$ cat config.mk
export PLATFORM = sky130hd
export DESIGN_NAME = spi_frame_serializer_flat
export DESIGN_NICKNAME = d
export VERILOG_FILES = /design/src/rtl/spi_frame_serializer_if.sv /design/src/rtl/spi_frame_serializer.sv /design/src/flat_wrapper.sv
export SDC_FILE = /design/constraint.sdc
export NUM_CORES = 1
export LEC_CHECK = 0
export ABC_AREA = 0
export CAP_MARGIN = 5
export CORE_MARGIN = 2
export CORE_UTILIZATION = 29
export CTS_BUF_LIST = sky130_fd_sc_hd__clkbuf_8
export CTS_CLUSTER_SIZE = 16
export DETAILED_ROUTE_END_ITERATION = 16
export GPL_TIMING_DRIVEN = 0
export MAX_ROUTING_LAYER = met4
export PLACE_DENSITY_LB_ADDON = 0.15
export SYNTH_ARGS = -nofsm -noshare
export SYNTH_HDL_FRONTEND = slang
export SYNTH_SLANG_ARGS = --single-unit
$ cat constraint.sdc
create_clock -name clk -period 5.9 [get_ports clk]
set_clock_uncertainty 0.15 [all_clocks]
set_input_delay 1.18 -clock clk [delete_from_list [all_inputs] [get_ports clk]]
set_output_delay 1.18 -clock clk [all_outputs]
set_load 0.01 [all_outputs]
$ cat src/rtl/spi_frame_serializer_if.sv
// spi_frame_serializer_if
//   Output stream bundle of the SPI frame serializer: one channel word per
//   beat with a valid/ready handshake.
//   Signals:
//     outValid   - beat valid (driven by the serializer)
//     outReady   - consumer ready (driven by the consumer)
//     outData    - channel word
//     outChannel - channel index of the current beat
//     outLast    - high on the beat for the last channel of a frame
//   Modports: master = serializer side, slave = consumer side.
interface spi_frame_serializer_if #(
  parameter int NUM_SLAVES = 5,
  parameter int NUM_BITS   = 12
);
  localparam int CH_W = $clog2(NUM_SLAVES);

  logic                outValid;
  logic                outReady;
  logic [NUM_BITS-1:0] outData;
  logic [CH_W-1:0]     outChannel;
  logic                outLast;

  modport master (
    output outValid,
    output outData,
    output outChannel,
    output outLast,
    input  outReady
  );

  modport slave (
    input  outValid,
    input  outData,
    input  outChannel,
    input  outLast,
    output outReady
  );
endinterface

$ cat src/rtl/spi_frame_serializer.sv
// spi_frame_serializer
//   Brings parallel multi-channel frames from the divided SPI clock domain
//   into clk, buffers whole frames in a small FIFO and emits them as a
//   valid/ready stream, one channel word per beat. Frames arriving while the
//   FIFO is full are dropped and counted.
//   Ports:
//     clk         - board clock, the only clock of this block
//     rst         - asynchronous, active-low reset
//     frameValid  - frame strobe from the SPI block (asynchronous level)
//     frameData   - frame words, element i is channel i
//     stream      - output stream (spi_frame_serializer_if.master)
//     clearStatus - synchronous clear of overflow and dropCount
//     overflow    - sticky, set when a frame is dropped
//     dropCount   - saturating count of dropped frames
module spi_frame_serializer #(
  parameter int NUM_SLAVES = 5,
  parameter int NUM_BITS   = 12,
  parameter int FIFO_DEPTH = 4,
  parameter int CNT_WIDTH  = 8
) (
  input  logic                                 clk,
  input  logic                                 rst,
  input  logic                                 frameValid,
  input  logic [NUM_SLAVES-1:0][NUM_BITS-1:0]  frameData,
  spi_frame_serializer_if.master               stream,
  input  logic                                 clearStatus,
  output logic                                 overflow,
  output logic [CNT_WIDTH-1:0]                 dropCount
);
  localparam int CH_W  = $clog2(NUM_SLAVES);
  localparam int PTR_W = $clog2(FIFO_DEPTH);
  localparam logic [CH_W-1:0] LAST_CH = CH_W'(NUM_SLAVES - 1);
  localparam logic [PTR_W:0]  DEPTH_C = (PTR_W + 1)'(FIFO_DEPTH);

  typedef enum logic {IDLE, STREAM} state_t;

  function automatic logic [CNT_WIDTH-1:0] satInc(input logic [CNT_WIDTH-1:0] v);
    return (&v) ? v : v + 1'b1;
  endfunction

  logic s1, s2, s3;
  logic cap;
  logic full, push, drop, pop;

  logic [NUM_SLAVES-1:0][NUM_BITS-1:0] mem [FIFO_DEPTH];
  logic [PTR_W-1:0] wrPtr, rdPtr;
  logic [PTR_W:0]   count, countNext;

  state_t          state;
  logic [CH_W-1:0] chan;
  logic            outValidR;
  logic            outLastR;

  // Synchronizer stage: s1/s2 resolve metastability, s3 detects the rise.
  always_ff @(posedge clk or negedge rst) begin
    if (!rst) begin
      s1 <= 1'b0;
      s2 <= 1'b0;
      s3 <= 1'b0;
    end else begin
      s1 <= frameValid;
      s2 <= s1;
      s3 <= s2;
    end
  end

  assign cap = s2 & ~s3;

  // Fullness is judged on the registered count: a pop in the same cycle
  // does not make room for a capture.
  assign full = (count == DEPTH_C);
  assign push = cap & ~full;
  assign drop = cap & full;
  assign pop  = outValidR & stream.outReady & (chan == LAST_CH);

  always_comb begin
    countNext = count;
    case ({push, pop})
      2'b10:   countNext = count + 1'b1;
      2'b01:   countNext = count - 1'b1;
      default: countNext = count;
    endcase
  end

  // FIFO stage: frame storage carries no reset, only the pointers do.
  // frameData is stable at the capture edge by upstream guarantee.
  always_ff @(posedge clk) begin
    if (push) begin
      mem[wrPtr] <= frameData;
    end
  end

  always_ff @(posedge clk or negedge rst) begin
    if (!rst) begin
      wrPtr <= '0;
      rdPtr <= '0;
      count <= '0;
    end else begin
      if (push) begin
        wrPtr <= wrPtr + 1'b1;
      end
      if (pop) begin
        rdPtr <= rdPtr + 1'b1;
      end
      count <= countNext;
    end
  end

  // Read FSM stage. Staying in STREAM after the last beat when another frame
  // is buffered (including one pushed on that same edge) avoids a bubble.
  always_ff @(posedge clk or negedge rst) begin
    if (!rst) begin
      state     <= IDLE;
      chan      <= '0;
      outValidR <= 1'b0;
      outLastR  <= 1'b0;
    end else begin
      case (state)
        IDLE: begin
          if (count != '0) begin
            state     <= STREAM;
            chan      <= '0;
            outValidR <= 1'b1;
            outLastR  <= 1'b0;
          end
        end
        STREAM: begin
          if (stream.outReady) begin
            if (chan != LAST_CH) begin
              chan     <= chan + 1'b1;
              outLastR <= (chan + 1'b1 == LAST_CH);
            end else begin
              chan     <= '0;
              outLastR <= 1'b0;
              if (countNext == '0) begin
                state     <= IDLE;
                outValidR <= 1'b0;
              end
            end
          end
        end
        default: begin
          state     <= IDLE;
          chan      <= '0;
          outValidR <= 1'b0;
          outLastR  <= 1'b0;
        end
      endcase
    end
  end

  // Data is read straight from the registered head pointer and channel;
  // gating with outValidR makes it zero while idle and during reset.
  assign stream.outValid   = outValidR;
  assign stream.outData    = outValidR ? mem[rdPtr][chan] : '0;
  assign stream.outChannel = chan;
  assign stream.outLast    = outLastR;

  // Status stage: a drop wins over a coincident clear, restarting at one.
  always_ff @(posedge clk or negedge rst) begin
    if (!rst) begin
      overflow  <= 1'b0;
      dropCount <= '0;
    end else if (drop) begin
      overflow  <= 1'b1;
      dropCount <= clearStatus ? CNT_WIDTH'(1) : satInc(dropCount);
    end else if (clearStatus) begin
      overflow  <= 1'b0;
      dropCount <= '0;
    end
  end
endmodule

$ cat src/flat_wrapper.sv
// flat-port wrapper written by rule: the top's interface ports become plain ports
module spi_frame_serializer_flat 
#(
  parameter int NUM_SLAVES = 5,
  parameter int NUM_BITS   = 12,
  parameter int FIFO_DEPTH = 4,
  parameter int CNT_WIDTH  = 8
)
  (clk, rst, frameValid, frameData, clearStatus, overflow, dropCount, stream_outValid, stream_outData, stream_outChannel, stream_outLast, stream_outReady);
  spi_frame_serializer_if #(.NUM_SLAVES(NUM_SLAVES), .NUM_BITS(NUM_BITS)) stream_i ();
  input  logic clk;
  input  logic rst;
  input  logic frameValid;
  input  logic [NUM_SLAVES-1:0][NUM_BITS-1:0] frameData;
  input  logic clearStatus;
  output logic overflow;
  output logic [CNT_WIDTH-1:0] dropCount;
  output wire logic [$bits(stream_i.outValid)-1:0] stream_outValid;
  output wire logic [$bits(stream_i.outData)-1:0] stream_outData;
  output wire logic [$bits(stream_i.outChannel)-1:0] stream_outChannel;
  output wire logic [$bits(stream_i.outLast)-1:0] stream_outLast;
  input wire logic [$bits(stream_i.outReady)-1:0] stream_outReady;
  assign stream_outValid = stream_i.outValid;
  assign stream_outData = stream_i.outData;
  assign stream_outChannel = stream_i.outChannel;
  assign stream_outLast = stream_i.outLast;
  assign stream_i.outReady = stream_outReady;
  spi_frame_serializer #(.NUM_SLAVES(NUM_SLAVES), .NUM_BITS(NUM_BITS), .FIFO_DEPTH(FIFO_DEPTH), .CNT_WIDTH(CNT_WIDTH)) u_core (.clk(clk), .rst(rst), .frameValid(frameValid), .frameData(frameData), .stream(stream_i), .clearStatus(clearStatus), .overflow(overflow), .dropCount(dropCount));
endmodule
* Word-level counts from Yosys, hierarchy flattened
Memories as Yosys holds them, arrays and structs flattened.
Cells that the tools add are included.
** Word-level totals
- Register bits after elaboration :: 25
- Memory bits (writable) :: 240
- Input bits :: 65
- Output and inout port bits :: 26
- Word-level logic and storage cells :: 76
- Memories kept :: 1
** Memory list
- u_core.mem :: words 4, width 60, rd ports 1, clocked after Yosys merged registers in 0, wr ports 1, line spi_frame_serializer.sv:45 : logic [NUM_SLAVES-1:0][NUM_BITS-1:0] mem [FIFO_DEPTH];
** Operators by class
- $add $sub $neg :: 6
- $lt $le $gt $ge :: 1
- Eq/ne operators :: 11
- Mux-type cells :: 30
- Bitwise gates (word level) :: 8
- Reduce and logical (&&, ||, !) cells :: 7
** Operators by type and width (count)
- $bmux 12 s3 :: 1
- $mux 8 :: 4
- $mux 12 :: 2
- $mux 1 :: 15
- $pmux 3 s2 :: 2
- $eq 3x3->1 const B :: 3
- $mux 3 :: 3
- $add 8x1->8 const B :: 1
- $ne 2x2->1 const B :: 4
- $reduce_and 8->1 :: 1
- $add 3x1->3 const B :: 2
- $pmux 1 s2 :: 3
- $and 1x1->1 :: 5
- $add 2x1->2 const B :: 2
- $lt 3x4->1 const B :: 1
- $reduce_and 2->1 :: 2
- $reduce_and 4->1 :: 1
- $logic_not 3->1 :: 1
- $ne 3x3->1 const B :: 1
- $not 1->1 :: 3
- $reduce_bool 3->1 :: 1
- $sub 3x1->3 const B :: 1
- $eq 2x1->1 const B :: 1
- $eq 2x2->1 const B :: 1
- 2 further kinds :: 2

* Logic depth before layout (Yosys ltp)
Gate-level depths: netlist (run 1).
- Depth after elaboration :: 10
- Depth in mapped cells :: 11
- Depth with buffers taken out :: 10

* Worst setup path before layout (run 1)
No wires, ideal clock.
- Kind :: input -> register
- From :: input stream_outReady
- To :: register u_core.outValidR (netlist: u_core.stream.outValid)
- Library setup time :: 0.121 ns
- Arrival :: 3.007 ns
- Data required time :: 5.629 ns
- Slack :: 2.621 ns
- Cell stages on the path :: 7
- Path buffers :: 0
- Cells stage by stage :: nand2_1 -> nor2_1 -> ha_1 -> fa_1 -> mux2_2 -> or4_1 -> o22a_1
** On the way
- Cells in the longest elaborated chain, start to end :: 7
- Elaborated cells on any way between the ends :: 9
- Classes of those cells :: eq/ne (4); mux (1); bitwise (2); reduce/logical (2)
** Ends and longest elaborated chain
- start: declaration :: line flat_wrapper.sv:22 : input wire logic [$bits(stream_i.outReady)-1:0] stream_outReady;
- $and 1x1->1 * (2 in series) :: line spi_frame_serializer.sv:74 : assign pop = outValidR & stream.outReady & (chan == LAST_CH);
- $eq 2x1->1 or $eq 2x2->1 (tied branches) :: line spi_frame_serializer.sv:78 : case ({push, pop})
- $pmux 3 s2 * :: line spi_frame_serializer.sv:78
- named net u_core.countNext[1] :: line spi_frame_serializer.sv:47 : logic [PTR_W:0] count, countNext;
- $logic_not 3->1 * :: line spi_frame_serializer.sv:135 : if (countNext == '0) begin
- $ne 2x2->1 (no line) *
- $reduce_and 4->1 (no line) *
- end signal: assignment :: line spi_frame_serializer.sv:123 : outValidR <= 1'b1;
- end signal: assignment :: line spi_frame_serializer.sv:137 : outValidR <= 1'b0;
- end signal: assignment :: line spi_frame_serializer.sv:145 : outValidR <= 1'b0;
- end: declaration :: line spi_frame_serializer.sv:51 : logic outValidR;
Mark *: on every way through the listed nets, which the timed path passes. The rest lies on a longest branch.
A chain may end at the register's enable or synchronous reset.

* Worst setup path after layout (run 1)
- From :: register u_core.chan[0] (netlist: u_core.stream.outChannel[0])
- To :: output stream_outData[5]
** On the way
- Cells in the longest elaborated chain, start to end :: 3
** Ends and longest elaborated chain
- start: declaration :: line spi_frame_serializer.sv:50 : logic [CH_W-1:0] chan;
- start signal: assignment :: line spi_frame_serializer.sv:130 : chan <= chan + 1'b1;
- $bmux 12 s3 :: line spi_frame_serializer.sv:155 : assign stream.outData = outValidR ? mem[rdPtr][chan] : '0;
- $mux 12 (not written as such) :: line spi_frame_serializer.sv:155
- $mux 12 :: line spi_frame_serializer.sv:155
- end: declaration :: line flat_wrapper.sv:19 : output wire logic [$bits(stream_i.outData)-1:0] stream_outData;
Every way passes these cells. The select of a mux whose other input is x is not followed.

==> run metrics, run 1 <==
Post CTS Setup Buffer Count 0; status complete, no violations; Reg2Reg Depth 10; placed insts 1101; largest net degree at the start of global routing 34; Min-Delay Path Class reg2reg; Post-synth EDFFs 240; die width 195 µm; final wirelength 24600 µm; H-tree depth 2; first-pass GRT wire length 36800 µm; Synth Area in XOR/XNOR 0.00581; Worst Setup EP stream_outData[5]; Routed Antenna Nets 0; DR vias/cell 4.71; clk_lat worst skew 550 ps; post-synthesis simple-gate area fraction 0.0350; DIE HEIGHT 195 µm; Final Critical Period 4650 ps; Setup crit end kind output port; syn avg cell area 19.3 µm²; Yosys reg bits 265; Worst path max stage delay 610 ps; # clock sinks 265; drc violations 0; Routed wire per std cell 20.7 µm; VDD IR max 174 µV; CTS tree yes; Hold Buf Count CTS 0; Root Driver clkbuf_8; Req. time, crit path 4570 ps; Critical R2R Launch u_core.stream.outChannel[0]; number of cells on the critical path 6; Final Instance Area 0.0130 mm²; synth top area cells edfxtp_1, mux4_2, dfrtp_1; total grt overflow 0; Yosys top cell area share 0.683; Layout area overhead 23.3%; adder-cell share of the synthesized area 0.0126; starting density of the core 0.296; leading area contributor after synthesis edfxtp_1; DR vias 5591; Mapped Area 0.0106 mm²; synth unique cells 50; Post-Layout Cell Count 1186; vias in the first global route 6085; largest family of logic cells by synthesized area multiplexers; critical-path cell list buf_2, clkbuf_1, nor2_1, a22oi_1, a21oi_1, clkdlybuf4s50_1; gr busiest metal met2; synth warn 0; final hold violations 0; Reg clk slew, reported paths 60 ps; CP Launch Point u_core.stream.outChannel[0]; num rows 69; dpl hpwl 16300 µm; Filler cells 3293; post_cts resized 0; critical path's top delay family buffers and inverters; share of cells above drive strength 1 0.187; CTS Buf Count 45; R2R Path End u_core.stream.outValid; setup ws final 1250 ps; CP max FO 10; Bufs and invs on worst path 3; Initial DRC Count 232; max-cap viol count 0; R2R setup slack 2430 ps; die area 0.0379 mm²; Reg area 0.00783 mm²; max frequency 215 MHz; met2 Use GR 0.233; Initial DRT Pass Iterations 4; P per Cell Area 439 mW/mm²; syn nets 622; Slew headroom 0.549; IO Pins 91; # port buffers 89; commonest non-fill, non-tap cell in the layout edfxtp_1; ys flop type edfxtp_1; Worst setup SP type register; worst slew pin tran 675 ps; most frequent cells in the layout edfxtp_1, clkdlybuf4s50_1, clkbuf_8; Core ar. 0.0357 mm²; final setup fails 0; CTS Buffer Depth 3; Leakage 4.35 nW; initial antenna violation count 4; Placed Area 0.0121 mm²; CP max-delay cell clkdlybuf4s50_1; asr flop ratio synth 0.0943; GR Util met3 0.0326; Final Wtd Congestion 0.733; pre-CTS setup slack 1780 ps; Nets 763; CP Class reg2out; max-slew violations 0; worst hold-check slack 217 ps; total track usage 0.134; crit share post-route 0.789; final setup TNS 0 ps; mux share of post-synthesis cell area 0.137; worst endpoint data arrival time 3320 ps; Post-Synthesis Cells 547; setup repair after global routing missed its margin false; Design Power 5.71 mW; Final Util 0.365; sequential area share after synthesis 0.742; post-synthesis compound-gate area fraction 0.0467; multi-input logic area 0.00251 mm²; met1 usage 0.154
worst register-to-register path: cells and delay by family, from the launching register on:
family | cells | cell delay (ps)
adders and majority gates | 3 | 920
DFF | 1 | 450
muxes | 1 | 290
AOI/OAI and AO/OA | 1 | 220
and+or+nand+nor | 3 | 920
buffers and inverters | 2 | 410
cell usage after synthesis (8+ instances only):
cell type,count
dfrtp_1,25
o21ai_0,11
inv_1,9
nor2_1,12
edfxtp_1,240
nand2_1,24
mux2i_1,40
buf_2,12
o22ai_1,8
ha_1,9
a21oi_1,18
mux2_2,8
mux4_2,34
final cells by class:
type / count / area share
Timing Repair Buffer: 94 / 0.0768
Antenna cell: 4 / 0.000770
Buffer: 28 / 0.0144
Inverter: 9 / 0.00260
Clock inverter: 35 / 0.0181
Multi-Input combinational cell: 245 / 0.193
Tap cell: 461 / 0.0444
Clock buffer: 45 / 0.0476
Sequential cell: 265 / 0.602
where the power goes:
group	internal (mW)	switching (mW)
combinational	0.819	0.980
sequential	2.28	0.0776
clock	0.848	0.713
total	3.94	1.77
flip-flops by register name, summed over array words and instances, names as in the netlist:
name,cells
u_core.mem,240
u_core.dropCount,8
u_core.count,3
u_core.stream.outChannel,3
u_core.rdPtr,2
u_core.wrPtr,2
u_core.overflow,1
u_core.s1,1
u_core.s2,1
u_core.s3,1
u_core.state,1
u_core.stream.outLast,1
u_core.stream.outValid,1
how the worst min path moves through the flow:
stage                          from  cells past startpoint        end  slack [ps]
after CTS                 u_core.s1                      0  u_core.s2         210
after floorplan           u_core.s1                      0  u_core.s2         180
after detailed placement  u_core.s1                      0  u_core.s2         190
after global routing      u_core.s1                      0  u_core.s2         230
after global placement    u_core.s1                      0  u_core.s2         190
final                     u_core.s1                      0  u_core.s2         220
layer usage:
layer	share of wire	vias up
met3	0.050	39
li1	-	2536
met5	0	-
met1	0.42	2896
met4	0.020	0
met2	0.51	120
logic make-up (layout without fill, tap and decap cells):
group,Yosys count,in the layout
buffers and inverters,37,211
flip-flops,265,265
other,0,4
multiplexers,89,89
adder cells (fa/ha/maj),10,10
XOR/XNOR,7,7
AND/OR/NAND/NOR,66,66
AO/OA/AOI/OAI,73,73
Power figures use the tool's default switching activity.
==> inputs of run 2 (changes only) <==
==> constraint.sdc (replaced) <==
create_clock -name clk -period 4.4 [get_ports clk]
set_clock_uncertainty 0.15 [all_clocks]
set_input_delay 0.88 -clock clk [delete_from_list [all_inputs] [get_ports clk]]
set_output_delay 0.88 -clock clk [all_outputs]
set_load 0.01 [all_outputs]
==> run 2 against run 1 <==
Register-to-register slack worse by 1500 ps. Utilization hardly changed. Global-route usage is essentially flat. Die area is the same. Non-clock buffer count unchanged. Sequential share of layout area is essentially flat. Worst hold slack is essentially flat. Cell count stayed put. Design area about the same.
==> run metrics, run 2 (synthesis gave the netlist of run 1 again) <==
Req. time, crit path 3370 ps (was 4570 ps); worst endpoint data arrival time 3180 ps (was 3320 ps); IO Pins 91 (unchanged); worst hold-check slack 217 ps (about the same); die area 0.0379 mm² (unchanged); Core ar. 0.0357 mm² (unchanged); initial antenna violation count 4 (unchanged); Final Wtd Congestion 0.733 (unchanged); starting density of the core 0.296 (unchanged); Filler cells 3293 (unchanged); final setup fails 0 (unchanged); CTS Buffer Depth 3 (unchanged); num rows 69 (unchanged); # clock sinks 265 (unchanged); Final Instance Area 0.0130 mm² (about the same); worst slew pin tran 702 ps (was 675 ps); clk_lat worst skew 540 ps (was 550 ps); Slew headroom 0.532 (was 0.549); CTS Buf Count 45 (unchanged); hold depth 0 (unchanged); Initial DRT Pass Iterations 4 (unchanged); top flop regs u_core.mem: 240 flops, u_core.dropCount: 8 flops (unchanged); setup repair after global routing missed its margin false (unchanged); final wirelength 24600 µm (about the same); Final Critical Period 4210 ps; DR vias/cell 4.73 (was 4.71); critical-path cell list clkbuf_4, or3_1, buf_1, buf_2, o221ai_1, nand2_1, a21oi_1, clkdlybuf4s50_1 (was buf_2, clkbuf_1, nor2_1, a22oi_1, a21oi_1, clkdlybuf4s50_1); Reg2Reg Depth 10 (unchanged); CTS tree yes (unchanged); Largest Register u_core.mem (unchanged); Leakage 4.35 nW (about the same); H-tree depth 2 (unchanged); final setup TNS 0 ps (unchanged); Design Power 7.67 mW (was 5.71 mW); Worst setup SP type register (unchanged); Worst path max stage delay 580 ps (was 610 ps); max-cap viol count 0 (unchanged); CP Class reg2out (unchanged); drc violations 0 (unchanged); pre-CTS setup slack 580 ps (was 1780 ps); Hold Buf Count CTS 0 (unchanged); setup ws final 193 ps (was 1250 ps); die width 195 µm (unchanged); crit share post-route 0.956; Routed wire per std cell 20.7 µm (about the same); Setup crit end kind output port (unchanged); Placed Area 0.0121 mm² (unchanged); max reg flops 240 (unchanged); max frequency 238 MHz; most frequent cells in the layout edfxtp_1, clkdlybuf4s50_1, clkbuf_8 (unchanged); final hold violations 0 (unchanged); # port buffers 89 (unchanged); share of cells above drive strength 1 0.190 (was 0.187); first-pass GRT wire length 36700 µm (was 36800 µm); DIE HEIGHT 195 µm (unchanged); Routed Antenna Nets 0 (unchanged); largest net degree at the start of global routing 34 (unchanged); Min-Delay Path Class reg2reg (unchanged); CP max FO 10 (unchanged); Layout area overhead 23.4% (was 23.3%); CP max-delay cell clkdlybuf4s50_1 (unchanged); status complete, no violations (unchanged); VDD IR max 234 µV (was 174 µV); Initial DRC Count 245 (was 232); Post CTS Setup Buffer Count 0 (unchanged); Reg clk slew, reported paths 60 ps (about the same); total track usage 0.134 (about the same); Root Driver clkbuf_8 (unchanged); P per Cell Area 589 mW/mm² (was 439 mW/mm²); DR vias 5608 (was 5591); dpl hpwl 16300 µm (unchanged); vias in the first global route 6083 (was 6085); total grt overflow 0 (unchanged); Nets 763 (unchanged); commonest non-fill, non-tap cell in the layout edfxtp_1 (unchanged); max-slew violations 0 (unchanged)
==> run 2: what timing repair did <==
| item | 4_1_cts | 5_1_grt |
|---|---|---|
| endpoints found under the setup margin | 1 | 2 |
| gates resized for setup | 1 | 2 |
| pin swaps | 0 | 0 |
==> run 2: per-stage QoR <==
step                utilization  instances
floorplan                     -        547
global placement          0.337       1097
detailed placement        0.340       1101
CTS                       0.364       1181
global route              0.365       1186
finish                    0.365       1186
==> run 2: cell type report <==
class / count / area, µm² / area share
sequential: 265 / 7830 / 0.602
multi-input combinational: 245 / 2520 / 0.193
timing repair buffer: 94 / 998 / 0.0767
clock buffer: 45 / 619 / 0.0476
tap: 461 / 577 / 0.0443
clock inverter: 35 / 235 / 0.0181
buffer: 28 / 190 / 0.0146
inverter: 9 / 33.8 / 0.00260
antenna: 4 / 10.0 / 0.000769
==> run 2: worst max-delay path: cells and delay by family, from the launching register on <==
family	cells	cell delay, ps
AND/OR/NAND/NOR	2	480
flip-flops	1	450
buffers and inverters	4	1230
AO/OA/AOI/OAI	2	470
==> run 2: routing by layer <==
metal / up-vias / global-route usage / wire length, µm
li1: 2534 / - / -
met1: 2914 / 0.154 / 10300
met2: 121 / 0.233 / 12600
met3: 39 / 0.0326 / 1180
met4: 0 / 0.0365 / 480
met5: - / - / 0
==> run 2: where the power goes <==
group | switching (mW) | internal [mW]
combinational | 1.32 | 1.10
clock | 0.956 | 1.14
sequential | 0.104 | 3.05
total | 2.38 | 5.29
==> run 2: final timing paths <==
| check | startpoint | endpoint | slack (ps) |
|---|---|---|---|
| worst min-delay path | u_core.s1 | u_core.s2 | 220 |
| max in group asynchronous | rst | u_core.count[0] | 3040 |
| worst max register to register | u_core.stream.outChannel[0] | u_core.stream.outValid | 930 |
| worst max-delay path | u_core.stream.outChannel[0] | stream_outData[3] | 190 |
| worst min register to register | u_core.s1 | u_core.s2 | 220 |
| min in group asynchronous | rst | u_core.s1 | 570 |
